--- config.mk ---
export PLATFORM = sky130hd
export DESIGN_NAME = sw_input_port
export DESIGN_NICKNAME = d
export VERILOG_FILES = /design/src/rtl/cpu_io_pkg.sv /design/src/rtl/debounce_fsm.sv /design/src/rtl/sw_input_port.sv
export SDC_FILE = /design/constraint.sdc
export NUM_CORES = 1
export LEC_CHECK = 0
export ABC_CLOCK_PERIOD_IN_PS = 4300
export CORE_MARGIN = 8
export CORE_UTILIZATION = 44
export CTS_CLUSTER_SIZE = 8
export DETAILED_ROUTE_END_ITERATION = 10
export PLACE_DENSITY = 0.71
export SLEW_MARGIN = 10
export SYNTH_ARGS = -nofsm -noshare
export SYNTH_HDL_FRONTEND = slang
export SYNTH_HIERARCHICAL = 1
export SYNTH_SLANG_ARGS = --single-unit
export TNS_END_PERCENT = 20
--- constraint.sdc ---
create_clock -name clock -period 4.3 [get_ports clock]
set_input_delay 1.075 -clock clock [delete_from_list [all_inputs] [get_ports clock]]
set_output_delay 1.075 -clock clock [all_outputs]
set_load 0.02 [all_outputs]
--- src/rtl/cpu_io_pkg.sv ---
// Shared constants and types for the CPU input port: register addresses,
// status bit positions and the debounce state encoding.
package cpu_io_pkg;

    localparam logic ADDR_STATUS = 1'b0;
    localparam logic ADDR_DATA   = 1'b1;

    localparam int STATUS_VALID_BIT = 0;
    localparam int STATUS_OVR_BIT   = 1;

    typedef enum logic [1:0] {
        IDLE,
        PRESS,
        HELD,
        REL
    } deb_state_t;

endpackage

--- src/rtl/debounce_fsm.sv ---
// Debounces a synchronised button level and emits a single-cycle press pulse
// for every accepted low->high transition.
module debounce_fsm
    import cpu_io_pkg::*;
#(
    parameter int DEB_CYCLES = 1000
) (
    input  logic clock,
    input  logic n_reset,
    input  logic in_s,
    output logic press
);

    localparam int CNT_W = $clog2(DEB_CYCLES + 1);
    localparam logic [CNT_W-1:0] CNT_LAST = CNT_W'(DEB_CYCLES - 1);

    deb_state_t       state_q;
    logic [CNT_W-1:0] cnt_q;
    logic [CNT_W-1:0] cnt_inc;
    logic             press_q;

    // Saturating increment: the counter can never wrap back into a short count.
    assign cnt_inc = (cnt_q == CNT_LAST) ? cnt_q : cnt_q + CNT_W'(1);

    always_ff @(posedge clock or negedge n_reset) begin
        if (!n_reset) begin
            state_q <= IDLE;
            cnt_q   <= '0;
            press_q <= 1'b0;
        end else begin
            press_q <= 1'b0;
            case (state_q)
                IDLE: begin
                    if (in_s) begin
                        state_q <= PRESS;
                        cnt_q   <= '0;
                    end
                end
                PRESS: begin
                    if (!in_s) begin
                        state_q <= IDLE;
                        cnt_q   <= '0;
                    end else begin
                        cnt_q <= cnt_inc;
                        if (cnt_inc == CNT_LAST) begin
                            state_q <= HELD;
                            press_q <= 1'b1;
                        end
                    end
                end
                HELD: begin
                    if (!in_s) begin
                        state_q <= REL;
                        cnt_q   <= '0;
                    end
                end
                REL: begin
                    if (in_s) begin
                        state_q <= HELD;
                        cnt_q   <= '0;
                    end else begin
                        cnt_q <= cnt_inc;
                        if (cnt_inc == CNT_LAST) begin
                            state_q <= IDLE;
                        end
                    end
                end
                default: begin
                    state_q <= IDLE;
                    cnt_q   <= '0;
                end
            endcase
        end
    end

    assign press = press_q;

endmodule

--- src/rtl/sw_input_port.sv ---
// Memory-mapped switch/button input port: synchronises the board inputs,
// latches the switches on each debounced ENTER press and serves CPU reads.
module sw_input_port
    import cpu_io_pkg::*;
#(
    parameter int WORD_W     = 8,
    parameter int DEB_CYCLES = 1000
) (
    input  logic              clock,
    input  logic              n_reset,
    input  logic [WORD_W-1:0] sw,
    input  logic              btn,
    input  logic              rd,
    input  logic              addr,
    output logic [WORD_W-1:0] rdata,
    output logic              valid,
    output logic              overrun
);

    logic [1:0]        rst_sync_q;
    logic              rst_n_s;

    logic [WORD_W-1:0] sw_meta_q;
    logic [WORD_W-1:0] sw_s_q;
    logic              btn_meta_q;
    logic              btn_s_q;

    logic              press;
    logic              read_data;

    logic [WORD_W-1:0] status_word;
    logic [WORD_W-1:0] data_q,    data_d;
    logic [WORD_W-1:0] rdata_q,   rdata_d;
    logic              valid_q,   valid_d;
    logic              overrun_q, overrun_d;

    // Reset asserts immediately but is released in step with the clock.
    always_ff @(posedge clock or negedge n_reset) begin
        if (!n_reset) begin
            rst_sync_q <= 2'b00;
        end else begin
            rst_sync_q <= {rst_sync_q[0], 1'b1};
        end
    end

    assign rst_n_s = rst_sync_q[1];

    always_ff @(posedge clock or negedge rst_n_s) begin
        if (!rst_n_s) begin
            sw_meta_q  <= '0;
            sw_s_q     <= '0;
            btn_meta_q <= 1'b0;
            btn_s_q    <= 1'b0;
        end else begin
            sw_meta_q  <= sw;
            sw_s_q     <= sw_meta_q;
            btn_meta_q <= btn;
            btn_s_q    <= btn_meta_q;
        end
    end

    debounce_fsm #(
        .DEB_CYCLES (DEB_CYCLES)
    ) u_deb (
        .clock   (clock),
        .n_reset (rst_n_s),
        .in_s    (btn_s_q),
        .press   (press)
    );

    assign read_data = rd && (addr == ADDR_DATA);

    always_comb begin
        status_word                   = '0;
        status_word[STATUS_VALID_BIT] = valid_q;
        status_word[STATUS_OVR_BIT]   = overrun_q;
    end

    // A DATA read racing a capture returns the old word and consumes only it,
    // so the fresh capture stays pending without counting as an overrun.
    always_comb begin
        data_d    = data_q;
        valid_d   = valid_q;
        overrun_d = overrun_q;
        rdata_d   = rdata_q;

        if (rd) begin
            rdata_d = (addr == ADDR_DATA) ? data_q : status_word;
        end

        if (press) begin
            data_d    = sw_s_q;
            valid_d   = 1'b1;
            overrun_d = read_data ? 1'b0 : (overrun_q | valid_q);
        end else if (read_data) begin
            valid_d   = 1'b0;
            overrun_d = 1'b0;
        end
    end

    always_ff @(posedge clock or negedge rst_n_s) begin
        if (!rst_n_s) begin
            data_q    <= '0;
            rdata_q   <= '0;
            valid_q   <= 1'b0;
            overrun_q <= 1'b0;
        end else begin
            data_q    <= data_d;
            rdata_q   <= rdata_d;
            valid_q   <= valid_d;
            overrun_q <= overrun_d;
        end
    end

    assign rdata   = rdata_q;
    assign valid   = valid_q;
    assign overrun = overrun_q;

endmodule
# [Word-level counts from Yosys, hierarchy flattened]
# Index checks and enable logic that the tools add are counted.
[word_totals] ff_bits=51 in_bits=13 out_inout_bits=10 wordCells=49
[op_classes] addsub=1 n_eq_ne=9 mux=21 n_bitwise=1 n_reduce_logical=5
[op_table] operator="10-bit 2-to-1 mux" n=5
[op_table] operator="10-bit case mux with 4 select lines" n=1
[op_table] operator="10-bit == test (second input constant)" n=2
[op_table] operator="2-bit 2-to-1 mux" n=6
[op_table] operator="10-bit by 1-bit adder with 10-bit output (second input constant)" n=1
[op_table] operator="8-bit 2-to-1 mux" n=1
[op_table] operator="2-bit case mux with 4 select lines" n=1
[op_table] operator="1-bit 2-to-1 mux" n=7
[op_table] operator="3-bit by 2-bit inequality test with 1-bit output (second input constant)" n=2
[op_table] operator="2-bit == test (second input constant)" n=2
[op_table] operator="2-bit inequality test (second input constant)" n=2
[op_table] operator="4-bit AND reduction" n=1
[op_table] operator="2-bit by 1-bit == test with 1-bit output (second input constant)" n=1
[op_table] operator="2-bit zero test" n=1
[op_table] operator="2-bit AND reduction" n=1
[op_table] operator="2-bit nonzero test" n=1
[op_table] operator="1-bit logical AND" n=1
[op_table] operator="1-bit bitwise OR" n=1

# [Logic depth before layout (Yosys ltp)]
# Gate-level depths: netlist of run 1.
[logic_depth] ltp_word=6 depth_mapped=8 ltp_nobuf=7

# [Hierarchy]
# The synthesis of run 1 kept the hierarchy.
[modules_own_cells] module="sw_input_port" n_inst=1 cells_per_inst=79 area_each_um2=1262.5
[modules_own_cells] module="debounce_fsm" n_inst=1 cells_per_inst=92 area_each_um2=830.8

# [Worst setup path before layout of run 1]
# OpenSTA, ideal clock, no wires.
[synth_path] kind="flip-flop to flip-flop" startpoint="register u_deb.cnt_q[0]" endpoint="register (tool-made name)" setup_time_ns=0.125 arrival_time_ns=2.148 setup_slack_ns=2.027 path_stages_with_launch=9 cell_sequence="dfrtp_1 ha_1 buf_4 nand3_1 a21oi_1 or3b_4 a2111oi_4 o311ai_2 mux2_4"
[synth_lines] element="from (decl)" line_no="debounce_fsm.sv:18" rtl="logic [CNT_W-1:0] cnt_q;"
[synth_lines] element="from (signal assigned)" line_no="debounce_fsm.sv:44" rtl="cnt_q <= cnt_inc;"
[synth_lines] element="from (signal assigned)" line_no="debounce_fsm.sv:62" rtl="cnt_q <= cnt_inc;"

==> results of run 1 <==
[layout make-up]
class	instances	area share [%]
Sequential cell	51	53.2
Multi-Input combinational cell	104	29.8
Timing Repair Buffer	22	9.17
Clock buffer	7	3.59
Tap cell	54	2.81
Inverter	7	1.09
Clock inverter	1	0.365
[metal layers]
| layer | up-vias | GRT usage, % | share of wire [%] |
|---|---|---|---|
| met4 | 0 | 8.09 | 3.1 |
| met3 | 9 | 2.99 | 5.7 |
| met5 | - | 0 | 0 |
| met2 | 34 | 16.3 | 45 |
| met1 | 647 | 12.1 | 46 |
| li1 | 631 | - | - |
[power groups by stage]
stage / clock network, W / logic (W) / registers (W)
3_3_place_gp: 0 / 0.0000325 / 0.000517
6_report: 0.000284 / 0.0000328 / 0.000507
3_5_place_dp: 0 / 0.0000329 / 0.000517
2_1_floorplan: 0 / 0.0000172 / 0.000515
4_1_cts: 0.000294 / 0.0000329 / 0.000508
5_1_grt: 0.000309 / 0.0000356 / 0.000511
[state kept, by name, indices dropped and copies added, names as in the netlist, named ones only]
signal / count
sw_meta_q: 8
u_deb/cnt_q: 10
valid: 1
rst_sync_q: 2
sw_s_q: 8
data_q: 8
u_deb/state_q: 1
u_deb/press: 1
btn_meta_q: 1
overrun: 1
btn_s_q: 1
rdata: 8
[logic make-up after synthesis]
| family | after synthesis |
|---|---|
| XOR/XNOR | 6 |
| other | 1 |
| buffers and inverters | 16 |
| flip-flops | 51 |
| multiplexers | 11 |
| AND/OR/NAND/NOR | 49 |
| AO/OA/AOI/OAI | 36 |
| adder cells (fa/ha/maj) | 1 |
[cell usage in the layout, fill, tap and decap left out, drive strengths merged, types with 2 or more instances in the layout]
master | netlist | routed
a21oi | 8 | 8
a31oi | 2 | 2
mux2 | 9 | 9
nand2 | 12 | 12
clkbuf | 2 | 7
mux2i | 2 | 2
inv | 7 | 7
a21o | 2 | 2
and2 | 2 | 2
o21ai | 16 | 16
a32o | 2 | 2
nor3 | 2 | 2
xor2 | 6 | 6
clkdlybuf4s50 | 0 | 22
nor2 | 9 | 9
nand3 | 12 | 12
and3 | 3 | 3
nand4 | 3 | 3
dfrtp | 51 | 51
nor3b | 2 | 2
[stage by stage]
| stage | total power, W | instances | util (%) | instance area, sq um |
|---|---|---|---|---|
| detailed placement | 0.000550 | 238 | 49.5 | 2310 |
| global placement | 0.000549 | 238 | 49.5 | 2310 |
| finish | 0.000823 | 246 | 51.5 | 2400 |
| global route | 0.000855 | 246 | 51.5 | 2400 |
| floorplan | 0.000532 | 171 | - | 2090 |
| CTS | 0.000835 | 246 | 51.5 | 2400 |
[worst max path at each step]
| stage | depth (start not counted) | slack (ps) | startpoint | to |
|---|---|---|---|---|
| after floorplan | 8 | 2030 | u_deb/cnt_q[0] | register |
| final | 7 | 1690 | u_deb/cnt_q[0] | register |
| after detailed placement | 7 | 1750 | u_deb/cnt_q[0] | register |
| after global placement | 7 | 1890 | u_deb/cnt_q[0] | register |
| after CTS | 7 | 1730 | u_deb/cnt_q[0] | register |
| after global routing | 7 | 1450 | u_deb/cnt_q[0] | register |
==> metrics.yaml, run 1 <==
status: "complete, no violations"
synth.most_common_cell: "dfrtp_1"
grt_usage_pct: 10.6
netlist_top_cells_area: "dfrtp_1 61%, mux2_4 6.5%, nand3_1 2.9%"
ir_worst_vdd_mv: 0.157
syn_area_sq_um: 2090
maxSlewViolCount: 0
dieArea_sq_um: 7220
worstPathRequired_ps: 4500
max_cap_violations: 0
ys_types: 37
p_clk_share_pct: 34.5
cts_resized: 0
antenna_found_initial: 0
yosysTopAreaCellShare_pct: 61.0
r2r_start: "u_deb/cnt_q[0]"
yosysTopAreaCell: "dfrtp_1"
core_sq_um: 4660
ff2ff_setup_slack_ps: 1690
synth_fa_ha_area_share_pct: 0.598
cellPowerDensity_nw_per_um2: 343
crit_slowest_cell: "dfrtp_1"
pin_count: 23
yosysSeqAreaShare_pct: 61.0
fill_cells: 385
synth_edf_count: 0
maxSlewHeadroom_pct: 33.2
synth_fp_nets: 185
path_delay_family: "simple AND/OR/NAND/NOR gates"
regArea_sq_um: 1280
cp_slowest_stage_delay_ps: 510
p_int_w: 0.000641
crit_chain: "ha_1 -> nand2_1 -> nor3_1 -> nand2_1 -> a2111oi_4 -> o311ai_2 -> mux2_4"
grt_max_degree: 50
synth_top_family_by_area: "simple AND/OR/NAND/NOR gates"
fp.dieW_microns: 85.0
first_pass_iters: 4
drtIter0Drc: 55
fp-row-count: 25
timing.final.crit_share_pct: 60.7
postLayoutSetupSlackWorst_ps: 1690
fmax_mhz: 383
root_buffer: "clkbuf_8"
yosys-top-cells-count: "51 x dfrtp_1, 12 x nand2_1, 12 x nand3_1, 10 x o21ai_0"
p_leak_nw: 1.04
antennaDiodeCount: 0
crit_buf_inv: 0
final_nets: 205
yosysWarnings: 6
synth-xor-area-share_pct: 2.51
ant_nets: 0
avgSynthCellArea_sq_um: 12.2
synthMuxAreaShare_pct: 7.41
fin_setup_tns_ps: 0
clk_latency_ps: 300
hold_buffers: 0
whs_ps: 353
drive_gt1_share_pct: 12.0
grt_pass1_vias: 1316
synth-simple-area-share_pct: 11.9
async_reset_ff_share_pct: 100
synth-seq-cells: 51
hold_path.startpoint: "sw_meta_q[6]"
p_comb_share_pct: 4.0
wl_per_cell_microns: 14.2
finalHoldViolCount: 0
hold_depth: 0
cts_sinks: 51
path_clk_slew_ps: 90
cpMostUsedCell: "nand2_1"
reg2reg_depth: 7
p_sw_share_pct: 22.1
routed_wl_microns: 3500
end_kind: "register"
numPortBuffers: 22
min_to: "sw_s_q[6]"
clockBufferDepth: 2
dp_slack_ps: 1750
area_delta_synth_final_pct: 14.8
p_seq_share_pct: 61.5
path_max_fanout: 8
synth_flop_cell: "dfrtp_1"
vias_per_cell: 5.37
syn_inst: 171
p_switching_w: 0.000182
fin_crit_ps: 2610
grt_pass1_wl_microns: 5980
h-tree-depth: 2
die_y_microns: 85.0
start_kind: "register"
hold_path.class: "register to register"
finalWeightedCongestion: 0.862
hpwl_microns: 2400
drc_errors: 0
path_class: "register to register"
rsz0062_at_grt: "false"
setup-violations-final: 0
arrival_ps: 2810
vias: 1321
synth_compound_area_share_pct: 11.6
cts_tree: "done"
start_util_pct: 44.9
cts_made_buffers: 5
max_slew.worst_pin.slew_ps: 1000
postCtsSetupRepairBufs: 0
overflow: 0
multi_input_area_sq_um: 716
fin_skew_ps: 6.26
No activity file was read; power rests on OpenSTA's default activity.
==> run 2, diff against run 1 <==
--- a/config.mk
+++ b/config.mk
@@ -5,7 +5,7 @@
 export SDC_FILE = /design/constraint.sdc
 export NUM_CORES = 1
 export LEC_CHECK = 0
-export ABC_CLOCK_PERIOD_IN_PS = 4300
+export ABC_CLOCK_PERIOD_IN_PS = 2500
 export CORE_MARGIN = 8
 export CORE_UTILIZATION = 44
 export CTS_CLUSTER_SIZE = 8
==> constraint.sdc (replaced) <==
create_clock -name clock -period 2.5 [get_ports clock]
set_input_delay 0.625 -clock clock [delete_from_list [all_inputs] [get_ports clock]]
set_output_delay 0.625 -clock clock [all_outputs]
set_load 0.02 [all_outputs]
==> run 2 against run 1 <==
Against the previous run: core utilization is 0.27 points higher; total power is 67% higher; largest cell class unchanged; global-route usage hardly changed; clock skew hardly changed; via count is 0.53% higher; hold slack better by 1.3 ps; non-clock buffer count is 2 higher; critical path type unchanged; critical path depth stayed put.
==> metrics.yaml, run 2 (same netlist as run 1, synthesis figures left out) <==
area_delta_synth_final_pct: 15.4
grt_pass1_vias: 1314
max_slew.worst_pin.slew_ps: 1010
fin_crit_ps: 2330
postCtsSetupRepairBufs: 0
drc_errors: 0
end_kind: "register"
die_y_microns: 85.0
path_class: "register to register"
first_pass_iters: 4
maxSlewViolCount: 0
hpwl_microns: 2470
fin_skew_ps: 6.02
antenna_found_initial: 0
antennaDiodeCount: 0
maxSlewHeadroom_pct: 32.3
dieArea_sq_um: 7220
start_util_pct: 44.9
final_nets: 207
drive_gt1_share_pct: 13.9
cts_made_buffers: 5
root_buffer: "clkbuf_8"
status: "complete, no violations"
largest_reg_flops: 10
final-instance-count-excl-fill: 248
path_max_fanout: 8
cp-startpoint: "u_deb/cnt_q[1]"
h-tree-depth: 2
cts_sinks: 51
numPortBuffers: 22
ir_worst_vdd_mv: 0.416
arrival_ps: 2510
hold_path.class: "register to register"
clk_latency_ps: 290
crit_chain: "ha_2 -> nand3_1 -> o21ai_0 -> or3b_4 -> a2111oi_4 -> o311ai_2 -> mux2_4"
clockBufferDepth: 2
max_cap_violations: 0
hold_path.startpoint: "sw_meta_q[4]"
setup-violations-final: 0
cp_slowest_stage_delay_ps: 430
grt_max_degree: 50
mostFrequentLayoutCells: "50 x dfrtp_1, 22 x clkdlybuf4s50_1, 12 x nand3_1, 12 x nand2_1, 10 x o21ai_0"
crit_slowest_cell: "dfrtp_1"
dp_slack_ps: 65.8
core_sq_um: 4660
p_leak_nw: 1.04
cellPowerDensity_nw_per_um2: 569
wl_per_cell_microns: 14.1
grt_usage_pct: 10.5
postLayoutSetupSlackWorst_ps: 170
fp-row-count: 25
final_core_util_pct: 51.8
fmax_mhz: 429
grt_pass1_wl_microns: 6220
start_kind: "register"
fill_cells: 401
fin_setup_tns_ps: 0
worstPathRequired_ps: 2680
routed_wl_microns: 3510
r2r_start: "u_deb/cnt_q[1]"
rsz0062_at_grt: "false"
finalHoldViolCount: 0
cts_tree: "done"
fp.dieW_microns: 85.0
ant_nets: 0
vias: 1328
pin_count: 23
total_power_w: 0.00137
hold_buffers: 0
drtIter0Drc: 72
timing.final.crit_share_pct: 93.2
path_clk_slew_ps: 80
layout_commonest_cell: "dfrtp_1"
finalWeightedCongestion: 0.947
top_register: "u_deb/cnt_q"
vias_per_cell: 5.35
place_inst: 240
overflow: 0
==> run 2: through the flow <==
step	hold WS, ps	cell area [sq um]
finish	354	2410
global route	366	2410
detailed placement	336	2320
global placement	333	2320
floorplan	329	2090
CTS	355	2410
==> run 2: area by class of cell <==
type	instances	area, sq um	area share [%]
Inverter	7	26.3	1.09
Sequential cell	51	1280	52.9
Tap cell	54	67.6	2.80
Multi-Input combinational cell	104	723	29.9
Clock buffer	6	72.6	3.01
Clock inverter	2	12.5	0.518
Timing Repair Buffer	24	235	9.74
==> run 2: path summary, 6_finish.rpt <==
kind | endpoint | slack, ps | cells past startpoint
setup / recovery | register | 170 | 7
hold / removal | sw_s_q[4] | 350 | 0
setup reg to reg | register | 170 | 7
hold reg to reg | sw_s_q[4] | 350 | 0
max in group asynchronous | data_q[0] | 1430 | 0
min in group asynchronous | data_q[1] | 460 | 0
==> run 2: routing by layer <==
metal | part of all wire, % | vias to the layer above | global-route usage [%] | wire length, microns
li1 | - | 640 | - | -
met1 | 48 | 645 | 14.0 | 1690
met2 | 44 | 39 | 15.3 | 1540
met3 | 6.6 | 4 | 3.38 | 232
met4 | 1.3 | 0 | 4.53 | 46
met5 | 0 | - | 0 | 0
==> run 2: where the power goes <==
group          leakage (nW)  switching (W)  internal [W]  total (W)
Clock                0.0412       0.000246      0.000196   0.000442
Sequential            0.659      0.0000230      0.000846   0.000869
Combinational         0.340      0.0000296     0.0000333  0.0000630
Total                  1.04       0.000299       0.00107    0.00137
==> run 2: critical path: cells and delay by family, from the launching register on <==
family	cells	cell delay, ps
muxes	1	320
and+or+nand+nor	2	560
adders and majority gates	1	280
AOI/OAI and AO/OA	3	630
DFF	1	430
==> run 2: timing repair <==
item                       CTS  global route
setup endpoints to repair    0             3
gates resized for setup      0             2
hold endpoints to repair     0             0
==> run 3, diff against run 2 <==
--- a/config.mk
+++ b/config.mk
@@ -5,6 +5,7 @@
 export SDC_FILE = /design/constraint.sdc
 export NUM_CORES = 1
 export LEC_CHECK = 0
+export ABC_AREA = 1
 export ABC_CLOCK_PERIOD_IN_PS = 2500
 export CORE_MARGIN = 8
 export CORE_UTILIZATION = 44
==> run 3 against run 2 <==
Against the previous run: largest power group unchanged; count of clock-buffer cells in the layout is 1 lower; critical path type is now register to output port; combinational power up 8.1%; die area down 1.5%; non-clock buffer count unchanged; wire length increased by 0.40%; clock skew increased by 9.9 ps.
==> metrics.yaml, run 3 <==
fp-row-count: 25
yosysTopAreaCell: "dfrtp_1"
ff2ff_setup_slack_ps: 780
p_int_w: 0.00108
r2r_start: "u_deb/cnt_q[1]"
largest_reg_flops: 10
hold_buffers: 0
timing.final.crit_share_pct: 76.5
avgSynthCellArea_sq_um: 10.2
path_class: "register to output port"
root_buffer: "clkbuf_8"
wl_met1_microns: 1700
yosysSeqAreaShare_pct: 62.1
first_pass_iters: 5
die_y_microns: 84.3
place_inst: 277
cts_sinks: 51
yosys-top-cells-count: "51 x dfrtp_1, 49 x nand2_1, 26 x inv_1, 17 x o21ai_0, 15 x nand3_1"
grt_max_degree: 32
core_sq_um: 4600
crit_slowest_cell: "clkdlybuf4s50_1"
end_kind: "output port"
vias: 1364
drtIter0Drc: 67
cp_slowest_stage_delay_ps: 610
grt_usage_pct: 10.8
synth_edf_count: 0
max_cap_violations: 0
h-tree-depth: 2
overflow: 0
p_comb_share_pct: 4.8
start_util_pct: 44.7
grt_pass1_vias: 1390
finalHoldViolCount: 0
ant_nets: 0
yosysTopAreaCellShare_pct: 62.1
synth.most_common_cell: "dfrtp_1"
clk_latency_ps: 310
path_delay_family: "buffers and inverters"
reg2reg_depth: 10
total_power_w: 0.00142
mostFrequentLayoutCells: "50 x dfrtp_1, 49 x nand2_1, 26 x inv_1"
fin_setup_tns_ps: 0
vias_per_cell: 4.79
drive_gt1_share_pct: 12.6
ys_types: 29
dpl-instance-area_sq_um: 2330
grt_pass1_wl_microns: 6240
maxSlewViolCount: 0
top_layer: "met4"
fin_skew_ps: 15.9
async_reset_ff_share_pct: 100
top_register: "u_deb/cnt_q"
cts_resized: 0
path_clk_slew_ps: 100
area_delta_synth_final_pct: 18.1
p_leak_nw: 1.13
layout_commonest_cell: "dfrtp_1"
start_kind: "register"
hold_path.class: "register to asynchronous set/reset pin"
whs_ps: 288
routed_wl_microns: 3520
fin_crit_ps: 1910
antenna_found_initial: 0
arrival_ps: 1290
wl_met2_microns: 1570
netlist_top_cells_area: "dfrtp_1 62%, nand2_1 9.0%, inv_1 4.8%"
synth_fp_nets: 215
yosysWarnings: 6
cellPowerDensity_nw_per_um2: 586
finalWeightedCongestion: 0.941
path_max_fanout: 3
cts_tree: "done"
fmax_mhz: 523
wl_per_cell_microns: 12.4
p_switching_w: 0.000339
dieArea_sq_um: 7110
cts_made_buffers: 5
crit_chain: "clkdlybuf4s50_1"
final-instance-count-excl-fill: 285
crit_buf_inv: 1
status: "complete, no violations"
antennaDiodeCount: 0
syn_inst: 201
final_area_sq_um: 2430
clockBufferDepth: 2
final_nets: 244
pin_count: 23
drc_errors: 0
max_slew.worst_pin.slew_ps: 629
rsz0062_at_grt: "false"
syn_area_sq_um: 2050
setup-violations-final: 0
p_clk_share_pct: 34.3
synth_flop_cell: "dfrtp_1"
synth-seq-cells: 51
wl_met3_microns: 225
fp.dieW_microns: 84.3
postCtsSetupRepairBufs: 0
numPortBuffers: 22
p_seq_share_pct: 60.9
hpwl_microns: 2560
maxSlewHeadroom_pct: 58.1
p_sw_share_pct: 23.8
worstPathRequired_ps: 1880
ir_worst_vdd_mv: 0.251
## run 3: cells by family after synthesis
family,Yosys count,share of synthesized area (%)
AOI/OAI and AO/OA,27,7.25
xor gates and xnor gates,5,2.13
adders and majority gates,1,0.609
buffers and inverters,29,6.27
DFF,51,62.1
other,1,0.183
and+or+nand+nor,87,21.4
## run 3: how the worst max path moves through the flow
stage / startpoint / endpoint / slack [ps] / cells after the start
final: valid / valid / 590 / 1
after global routing: valid / valid / 520 / 1
after CTS: valid / valid / 560 / 1
after detailed placement: u_deb/cnt_q[1] / register / 800 / 10
after global placement: u_deb/cnt_q[1] / register / 870 / 10
after floorplan: u_deb/cnt_q[1] / register / 960 / 10
## run 3: power by group through the flow
stage                     sequential (W)  clock, W  combinational [W]
after floorplan                 0.000886         0          0.0000248
after global placement          0.000883         0          0.0000685
after detailed placement        0.000884         0          0.0000686
after CTS                       0.000868  0.000508          0.0000689
after global routing            0.000872  0.000548          0.0000767
final                           0.000867  0.000489          0.0000681
## run 3: routing by layer
| layer | track usage [%] | vias up |
|---|---|---|
| li1 | - | 689 |
| met4 | 4.63 | 0 |
| met2 | 16.6 | 37 |
| met5 | 0 | - |
| met1 | 13.3 | 636 |
| met3 | 3.87 | 2 |
## run 3: stage by stage
stage	util (%)	worst slack, ps
after floorplan	-	959
after global placement	50.7	868
after detailed placement	50.7	797
after CTS	52.8	562
after global routing	52.8	521
final	52.8	587
## run 3: worst reg2reg max path, delay by kind of cell, from the launching register on
family	cells	cell delay [ps]
adders and majority gates	1	290
and+or+nand+nor	8	730
AOI/OAI and AO/OA	1	150
DFF	1	460
## run 3: cell type report
class,instances,area [sq um]
fill,409,2170
clock buffer,5,68.8
sequential,51,1280
tap,54,67.6
inverter,27,103
clock inverter,3,26.3
timing repair buffer,24,235
multi-input combinational,121,649
